[config.mk]
export PLATFORM = sky130hd
export DESIGN_NAME = keypad_encoder
export DESIGN_NICKNAME = d
export VERILOG_FILES = /design/src/rtl/keypad_encoder.sv
export SDC_FILE = /design/constraint.sdc
export NUM_CORES = 1
export LEC_CHECK = 0
export ABC_AREA = 0
export ABC_CLOCK_PERIOD_IN_PS = 3300
export BUFFER_PORTS_ARGS = -buffer_cell sky130_fd_sc_hd__buf_2
export CORE_MARGIN = 3
export CORE_UTILIZATION = 50
export DETAILED_ROUTE_END_ITERATION = 8
export MAX_ROUTING_LAYER = met4
export PLACE_DENSITY = 0.74
export SKIP_LAST_GASP = 1
export SYNTH_ARGS = -nofsm -noshare
export SYNTH_HDL_FRONTEND = slang
export SYNTH_SLANG_ARGS = --single-unit
[constraint.sdc]
create_clock -name clock -period 3.3 [get_ports clock]
set_input_delay 0.33 -clock clock [delete_from_list [all_inputs] [get_ports clock]]
set_output_delay 0.33 -clock clock [all_outputs]
set_load 0.03 [all_outputs]
[src/rtl/keypad_encoder.sv]
// Matrix keypad scanner for a 4-row x 6-column keypad.
// Drives one row low at a time, samples the synchronised columns at the
// end of each row dwell, debounces press and release, and emits a single
// {is_num, val} keycode with a one-cycle newkey strobe per press.
// While a key is held, the row stays frozen, so keys in other rows are ignored.
module keypad_encoder #(
    parameter int SCAN_DIV = 8,
    parameter int DEBOUNCE = 3
) (
    input  logic       clock,
    input  logic       reset,
    output logic [3:0] rows,
    input  logic [5:0] cols,
    output logic       newkey,
    output logic [4:0] keycode,
    output logic       keyheld
);

    localparam int DW = $clog2(SCAN_DIV);
    localparam int CW = $clog2(DEBOUNCE + 1);

    typedef enum logic [1:0] {
        ST_SCAN     = 2'd0,
        ST_DEBOUNCE = 2'd1,
        ST_EMIT     = 2'd2,
        ST_HELD     = 2'd3
    } state_t;

    // Returns {valid, code} for the active row; the lowest pressed column wins.
    function automatic logic [5:0] decode_key(input logic [1:0] row, input logic [5:0] cols_n);
        logic [5:0] res;
        res = 6'b000000;
        if (!cols_n[0]) begin
            res = {1'b1, 1'b1, row, 2'd0};
        end else if (!cols_n[1]) begin
            res = {1'b1, 1'b1, row, 2'd1};
        end else if (!cols_n[2]) begin
            res = {1'b1, 1'b1, row, 2'd2};
        end else if (!cols_n[3]) begin
            res = {1'b1, 1'b1, row, 2'd3};
        end else if (!cols_n[4]) begin
            case (row)
                2'd0:    res = {1'b1, 5'b01010};
                2'd1:    res = {1'b1, 5'b00011};
                2'd2:    res = {1'b1, 5'b00010};
                2'd3:    res = {1'b1, 5'b00100};
                default: res = 6'b000000;
            endcase
        end else if (!cols_n[5]) begin
            case (row)
                2'd0:    res = {1'b1, 5'b00001};
                2'd1:    res = {1'b1, 5'b01001};
                2'd2:    res = {1'b1, 5'b01100};
                default: res = 6'b000000;   // r3,c5 is not a key
            endcase
        end else begin
            res = 6'b000000;
        end
        return res;
    endfunction

    state_t          r_state;
    state_t          w_state_nx;
    logic [5:0]      r_cols_meta;
    logic [5:0]      r_cols_sync;
    logic [DW-1:0]   r_dwell;
    logic [1:0]      r_row;
    logic [3:0]      r_rows;
    logic [4:0]      r_cand;
    logic [CW-1:0]   r_match;
    logic [CW-1:0]   r_release;
    logic            r_newkey;
    logic [4:0]      r_keycode;
    logic            r_keyheld;

    logic [5:0]      w_dec;
    logic            w_valid;
    logic [4:0]      w_code;
    logic            w_sample;
    logic            w_advance;
    logic [4:0]      w_cand_nx;
    logic [CW-1:0]   w_match_nx;
    logic [CW-1:0]   w_release_nx;
    logic            w_newkey_nx;
    logic [4:0]      w_keycode_nx;
    logic            w_keyheld_nx;

    assign w_dec    = decode_key(r_row, r_cols_sync);
    assign w_valid  = w_dec[5];
    assign w_code   = w_dec[4:0];
    assign w_sample = (r_dwell == DW'(SCAN_DIV - 1));

    assign rows    = r_rows;
    assign newkey  = r_newkey;
    assign keycode = r_keycode;
    assign keyheld = r_keyheld;

    // State register.
    always_ff @(posedge clock or posedge reset) begin
        if (reset) begin
            r_state <= ST_SCAN;
        end else begin
            r_state <= w_state_nx;
        end
    end

    // Next-state and next-output logic; newkey/keyheld are loaded on entry to EMIT.
    always_comb begin
        w_state_nx   = r_state;
        w_cand_nx    = r_cand;
        w_match_nx   = r_match;
        w_release_nx = r_release;
        w_advance    = 1'b0;
        w_newkey_nx  = 1'b0;
        w_keycode_nx = r_keycode;
        w_keyheld_nx = r_keyheld;
        case (r_state)
            ST_SCAN: begin
                if (w_sample && w_valid) begin
                    w_cand_nx  = w_code;
                    w_match_nx = CW'(1);
                    if (DEBOUNCE == 1) begin
                        w_state_nx   = ST_EMIT;
                        w_newkey_nx  = 1'b1;
                        w_keycode_nx = w_code;
                        w_keyheld_nx = 1'b1;
                    end else begin
                        w_state_nx = ST_DEBOUNCE;
                    end
                end else if (w_sample) begin
                    w_advance = 1'b1;
                end else begin
                    w_advance = 1'b0;
                end
            end
            ST_DEBOUNCE: begin
                if (w_sample && w_valid && (w_code == r_cand)) begin
                    w_match_nx = r_match + CW'(1);
                    if (r_match == CW'(DEBOUNCE - 1)) begin
                        w_state_nx   = ST_EMIT;
                        w_newkey_nx  = 1'b1;
                        w_keycode_nx = r_cand;
                        w_keyheld_nx = 1'b1;
                    end else begin
                        w_state_nx = ST_DEBOUNCE;
                    end
                end else if (w_sample) begin
                    w_state_nx = ST_SCAN;
                    w_match_nx = CW'(0);
                    w_advance  = 1'b1;
                end else begin
                    w_state_nx = ST_DEBOUNCE;
                end
            end
            ST_EMIT: begin
                w_state_nx   = ST_HELD;
                w_match_nx   = CW'(0);
                w_release_nx = CW'(0);
            end
            ST_HELD: begin
                if (w_sample && w_valid) begin
                    w_release_nx = CW'(0);
                end else if (w_sample) begin
                    if (r_release == CW'(DEBOUNCE - 1)) begin
                        w_state_nx   = ST_SCAN;
                        w_release_nx = CW'(0);
                        w_keyheld_nx = 1'b0;
                        w_advance    = 1'b1;
                    end else begin
                        w_release_nx = r_release + CW'(1);
                    end
                end else begin
                    w_release_nx = r_release;
                end
            end
            default: begin
                w_state_nx = ST_SCAN;
            end
        endcase
    end

    // Column synchroniser, dwell counter, row drive and registered outputs.
    always_ff @(posedge clock or posedge reset) begin
        if (reset) begin
            r_cols_meta <= 6'h3F;
            r_cols_sync <= 6'h3F;
            r_dwell     <= DW'(0);
            r_row       <= 2'd0;
            r_rows      <= 4'b1110;
            r_cand      <= 5'b00000;
            r_match     <= CW'(0);
            r_release   <= CW'(0);
            r_newkey    <= 1'b0;
            r_keycode   <= 5'b00000;
            r_keyheld   <= 1'b0;
        end else begin
            r_cols_meta <= cols;
            r_cols_sync <= r_cols_meta;
            r_dwell     <= w_sample ? DW'(0) : (r_dwell + DW'(1));
            if (w_advance) begin
                r_row  <= r_row + 2'd1;
                r_rows <= {r_rows[2:0], r_rows[3]};
            end else begin
                r_row  <= r_row;
                r_rows <= r_rows;
            end
            r_cand      <= w_cand_nx;
            r_match     <= w_match_nx;
            r_release   <= w_release_nx;
            r_newkey    <= w_newkey_nx;
            r_keycode   <= w_keycode_nx;
            r_keyheld   <= w_keyheld_nx;
        end
    end

endmodule

=== Word level (Yosys, flattened, before mapping) ===
Cells that the tools add are included.

* Register bits after elaboration: 39
* Bits in latches: 0
* RAM bits: 0
* ROM bits: 0
* Input port bits: 8
* Output and inout port bits: 11
* Word-level logic and storage cells: 87
* Memories kept: 0

* Add/sub/neg operators: 4
* Multiply operators: 0
* Div/mod/pow operators: 0
* Magnitude comparators: 0
* Eq/ne operators: 18
* Shift operators: 0
* Mux-type cells: 40
* Bitwise gates (word level): 0
* Reductions and logical operators: 13

{| class="wikitable"
|+ Operator list
! operator !! count
|-
| $mux 6 || 6
|-
| $pmux 6 s4 || 1
|-
| $mux 2 || 11
|-
| $pmux 6 s3 || 1
|-
| $mux 1 || 15
|-
| $eq 2x2->1 const B || 6
|-
| $ne 2x2->1 const B || 6
|-
| $pmux 2 s4 || 1
|-
| $add 2x1->2 const B || 3
|-
| $ne 3x3->1 const B || 2
|-
| $pmux 2 s3 || 1
|-
| $reduce_and 3->1 || 2
|-
| $reduce_and 6->1 || 1
|-
| $eq 5x5->1 || 1
|-
| $eq 2x1->1 const B || 2
|-
| $logic_not 2->1 || 2
|-
| $pmux 2 s2 || 1
|-
| $reduce_and 2->1 || 2
|-
| $reduce_and 4->1 || 1
|-
| $reduce_bool 2->1 || 2
|-
| $add 3x1->3 const B || 1
|-
| $eq 3x3->1 const B || 1
|-
| $mux 3 || 1
|-
| $pmux 1 s3 || 1
|-
| 3 further kinds || 4
|}

=== Longest topological paths before layout ===
* Depth after elaboration: 12
* Gate-level depth with buffers: 10
* Mapped depth without buffers: 8

=== Worst setup path before layout ===
OpenSTA, ideal clock, no wires.

* Kind: flip-flop to flip-flop
* Start: register r_row[0]
* End: register r_keycode[0], in the netlist keycode[0]
* Library setup time: 0.125 ns
* Data arrival time: 2.212 ns
* Data required time: 3.175 ns
* Setup slack: 0.963 ns
* Stages on the path, launching flop included: 10
* Buffers on the path: 1
* Cell sequence: dfrtp_1 -> clkbuf_1 -> inv_1 -> ha_1 -> nand3b_1 -> and3_1 -> o21ai_0 -> and4b_2 -> nand2_4 -> mux2_4

* Longest elaborated chain between the ends: 11
* Elaborated cells between the ends (all ways): 16

{| class="wikitable"
|+ Ends and longest elaborated chain
! what !! line !! RTL
|-
| from (decl) || 67 || <nowiki>logic [1:0] r_row;</nowiki>
|-
| from (signal assigned) || 201 || <nowiki>r_row <= r_row + 2'd1;</nowiki>
|-
| from (signal assigned) || 204 || <nowiki>r_row <= r_row;</nowiki>
|-
| $eq 2x2->1, or another cell as far along || 42, 50 ||
|-
| $pmux 6 s3 || 50 || <nowiki>case (row)</nowiki>
|-
| $mux 6 || 49 || <nowiki>end else if (!cols_n[5]) begin</nowiki>
|-
| $mux 6 || 41 || <nowiki>end else if (!cols_n[4]) begin</nowiki>
|-
| $mux 6 || 39 || <nowiki>end else if (!cols_n[3]) begin</nowiki>
|-
| $mux 6 || 37 || <nowiki>end else if (!cols_n[2]) begin</nowiki>
|-
| $mux 6 || 35 || <nowiki>end else if (!cols_n[1]) begin</nowiki>
|-
| $mux 6 * || 33 || <nowiki>if (!cols_n[0]) begin</nowiki>
|-
| $eq 5x5->1 or $logic_and 1x1->1 (tied branches) || 137 || <nowiki>if (w_sample && w_valid && (w_code == r_cand)) begin</nowiki>
|-
| $logic_and 1x1->1 * || 137 ||
|-
| $reduce_and 3->1 (no source line) * || -- ||
|-
| to (signal assigned) || 211 || <nowiki>r_keycode <= w_keycode_nx;</nowiki>
|-
| to (decl) || 73 || <nowiki>logic [4:0] r_keycode;</nowiki>
|}

Every way passes the cells marked *; elsewhere a longest branch is shown, timed or not. The select of a mux whose other input is x is not followed.
A chain may end at the register's enable or synchronous reset.

=== Worst setup path in the final report ===
* Start: register r_row[0]
* End: register r_keycode[4], in the netlist keycode[4]

The elaborated chain is that of the path after synthesis.

==> impl_results.md <==
- Status: finished, final reports clean
- Hold Vio Cnt, Final: 0
- Fin crit share: 80.4%
- Final setup margin: 0.648 ns
- WP data required: between 3 and 4 ns
- Filler Cell Count: 363
- DR vias: 1577
- Syn Area/Cell: 10.4 um^2
- WS Path Type: register to register
- Setup-failing EPs final: 0
- Total nets after synthesis: 230
- First drt pass iteration count: 4
- Antenna viol nets, final: 0
- Yosys cell types: 56
- CTS tree: yes
- Hold_buf cts: 0
- Switch share: 36.0%
- Worst Setup Start Kind: register
- Initial antenna violation count: 0
- Die Span Y: 71.7 um
- Ports: 19
- Tot GR Track Use: roughly 18%
- RR Startpoint: r_row[0]
- Logic pwr share: 29.3%
- Most common cell after layout, fill and taps aside: dfrtp_1
- Nets: 250
- Total gr overflow: 0
- Share of cells above drive strength 1: 25.8%
- Core ar.: 4090 um^2
- WHS Endpoint: r_cols_meta[4]
- Vias in the first global route: about 1500
- Largest net degree at the start of global routing: 40
- Clock latency on the worst-skew pair: 0.29 ns
- Switch Pwr: 516 uW
- WL final: 4.01 mm
- Area Overhead vs Synth: 11.2%
- Register share of total power: between 40% and 50%
- Cells on worst reg2reg path: 8
- First-pass GRT wire length: 6.96 mm
- Max FO, Critical Path: 13
- Tmin final: 2.65 ns
- Post-synth ARST share: 100%
- Slew headroom: roughly 69%
- Post-Layout Cell Count: 279
- PwrDens: 597 nW/um^2
- Detailed placement HPWL: 2.89 mm
- R2R Setup Slk: 0.65 ns
- EDFF count, synth: 0
- Clock Skew: around 0.0040 ns
- Power Internal: around 920 uW
- Crit path from: r_row[0]
- Leakage dissipation: 1.10 nW
- CTS clock-pin slew for the worst setup and hold paths: 0.08 ns
- Fmax: 377 MHz
- Final Cell Area: about 2400 um^2
- Inst Count DP: 271
- DRC Markers: 0
- # rows: 23
- TritonCTS buffer count: 5
- DP Worst Slack: slightly below 0.7 ns
- Die area: approximately 5100 um^2
- RSZ-0062 raised after global routing: false
- Post-DR vias/cell: between 5 and 6
- Post-DP Area: 2290 um^2
- Initial core utilization: 52.8%
- # diodes: 0
- CTS max path bufs: 2
- Synthesized area: 2160 um^2
- Slew @ Worst Pin: 0.461 ns
- Post-CTS Setup Bufs: 0
- Gpl congestion: 0.852
- H-tree level count: 2
- Clk sinks: 39
- WL/cell: roughly 14 um
- Most used DFF post-synth: dfrtp_1
- Sequential share of the synthesized area: 46.1%
- Max-slew violations: 0
- Synth warnings: 0
- Initial DRC count: 140
- Worst EP arrival: between 2 and 3 ns
- Worst hold path class: input pin to register
- Cts repair resizes: 0
- Crit end category: register
- Reg-to-reg endpoint: keycode[4]
- Max cap viols: 0
- TNS Setup: 0 ns
- Hold path depth: 1
- Synth Register Bits: 39
- Mapped Cells: 208
- IO buf count: 18
- Die X: 71.7 um
- VDD IR-drop max: 0.361 mV
- Most frequent cells in the layout: dfrtp_1 (24), nand2_1 (21), buf_2 (18)
- Clk Tree Root Cell: clkbuf_8
- Clk pwr share: about a quarter
- Critical hold path startpoint: cols[4]
## cells in the mapped netlist (all sizes together) (2+ instances only)
library cell | count | share of area, %
nor2b | 3 | 0.87
o211ai | 7 | 2.4
buf | 3 | 1.2
nand3b | 2 | 0.70
o31ai | 2 | 0.70
dfstp | 15 | 18
dfrtp | 24 | 28
nand2 | 22 | 4.2
a22oi | 3 | 1.0
nand2b | 5 | 1.4
inv | 14 | 2.4
nand3 | 6 | 1.6
and3 | 3 | 0.87
and2 | 2 | 0.58
xnor2 | 2 | 0.81
nor2 | 8 | 1.4
a211oi | 2 | 0.70
o2bb2ai | 2 | 0.81
clkbuf | 5 | 0.87
a21oi | 11 | 2.6
nand4 | 9 | 2.9
ha | 14 | 8.1
o21ai | 10 | 2.3
nor3 | 2 | 0.46
mux2 | 6 | 4.0
mux2i | 2 | 0.93
o21a | 2 | 0.70
## state kept, by name, summed over array words and instances, names as in the netlist, 3 cells and up, named ones only
name	count
r_dwell	3
r_cols_meta	6
r_cols_sync	6
r_cand	5
keycode	5
rows	4
## through the flow
stage,utilization (%),hold WS [ns],power (mW)
5_1_grt,58.7,0.104,1.55
4_1_cts,58.7,0.116,1.44
3_5_place_dp,56.0,0.347,1.06
3_3_place_gp,56.0,0.346,1.04
2_1_floorplan,-,0.334,0.967
6_report,58.7,0.125,1.43
## kinds of logic after synthesis
family	count (synthesis)	share of synthesized area, %
compound gates	53	17.4
simple gates	69	17.7
flops	39	46.1
fa+ha+maj	14	8.12
mux	8	4.93
buf+inv	22	4.52
xor+xnor	3	1.22
## layer usage
layer,vias to the layer above,share of wire [%],global-route usage [%]
li1,792,-,-
met1,747,49,24.5
met2,32,46,26.0
met3,6,3.5,3.79
met4,0,1.7,6.89
met5,-,0,-
## critical path, cell delays in order (launching register included)
cell and delay [ns]:
dfrtp_1 0.59, inv_1 0.15, ha_1 0.34, nand3b_1 0.11, and3_1 0.20, o21ai_0 0.22, and4b_2 0.45, nand2_4 0.16
mux2_4 0.33
## layout make-up
cell class,count,area [um^2],area share [%]
multi-input combinational,147,1070,44.4
sequential,39,995,41.4
timing repair buffer,21,113,4.69
clock buffer,6,93.8,3.91
tap,50,62.6,2.61
inverter,14,52.6,2.19
clock inverter,2,17.5,0.730
## worst max-delay path by stage
stage | slack [ns] | cells past startpoint | endpoint
floorplan | 0.96 | 9 | keycode[0]
global placement | 0.77 | 8 | keycode[3]
detailed placement | 0.69 | 8 | keycode[4]
CTS | 0.67 | 8 | keycode[4]
global route | 0.39 | 8 | keycode[4]
finish | 0.65 | 8 | keycode[4]
## power by group through the flow
stage | Sequential [mW] | Combinational [mW] | Clock, mW
final | 0.638 | 0.419 | 0.375
after global routing | 0.652 | 0.490 | 0.406
after CTS | 0.636 | 0.420 | 0.385
after detailed placement | 0.645 | 0.415 | 0
after global placement | 0.642 | 0.402 | 0
after floorplan | 0.611 | 0.356 | 0
Note: power is estimated with default switching activity, not from simulation.
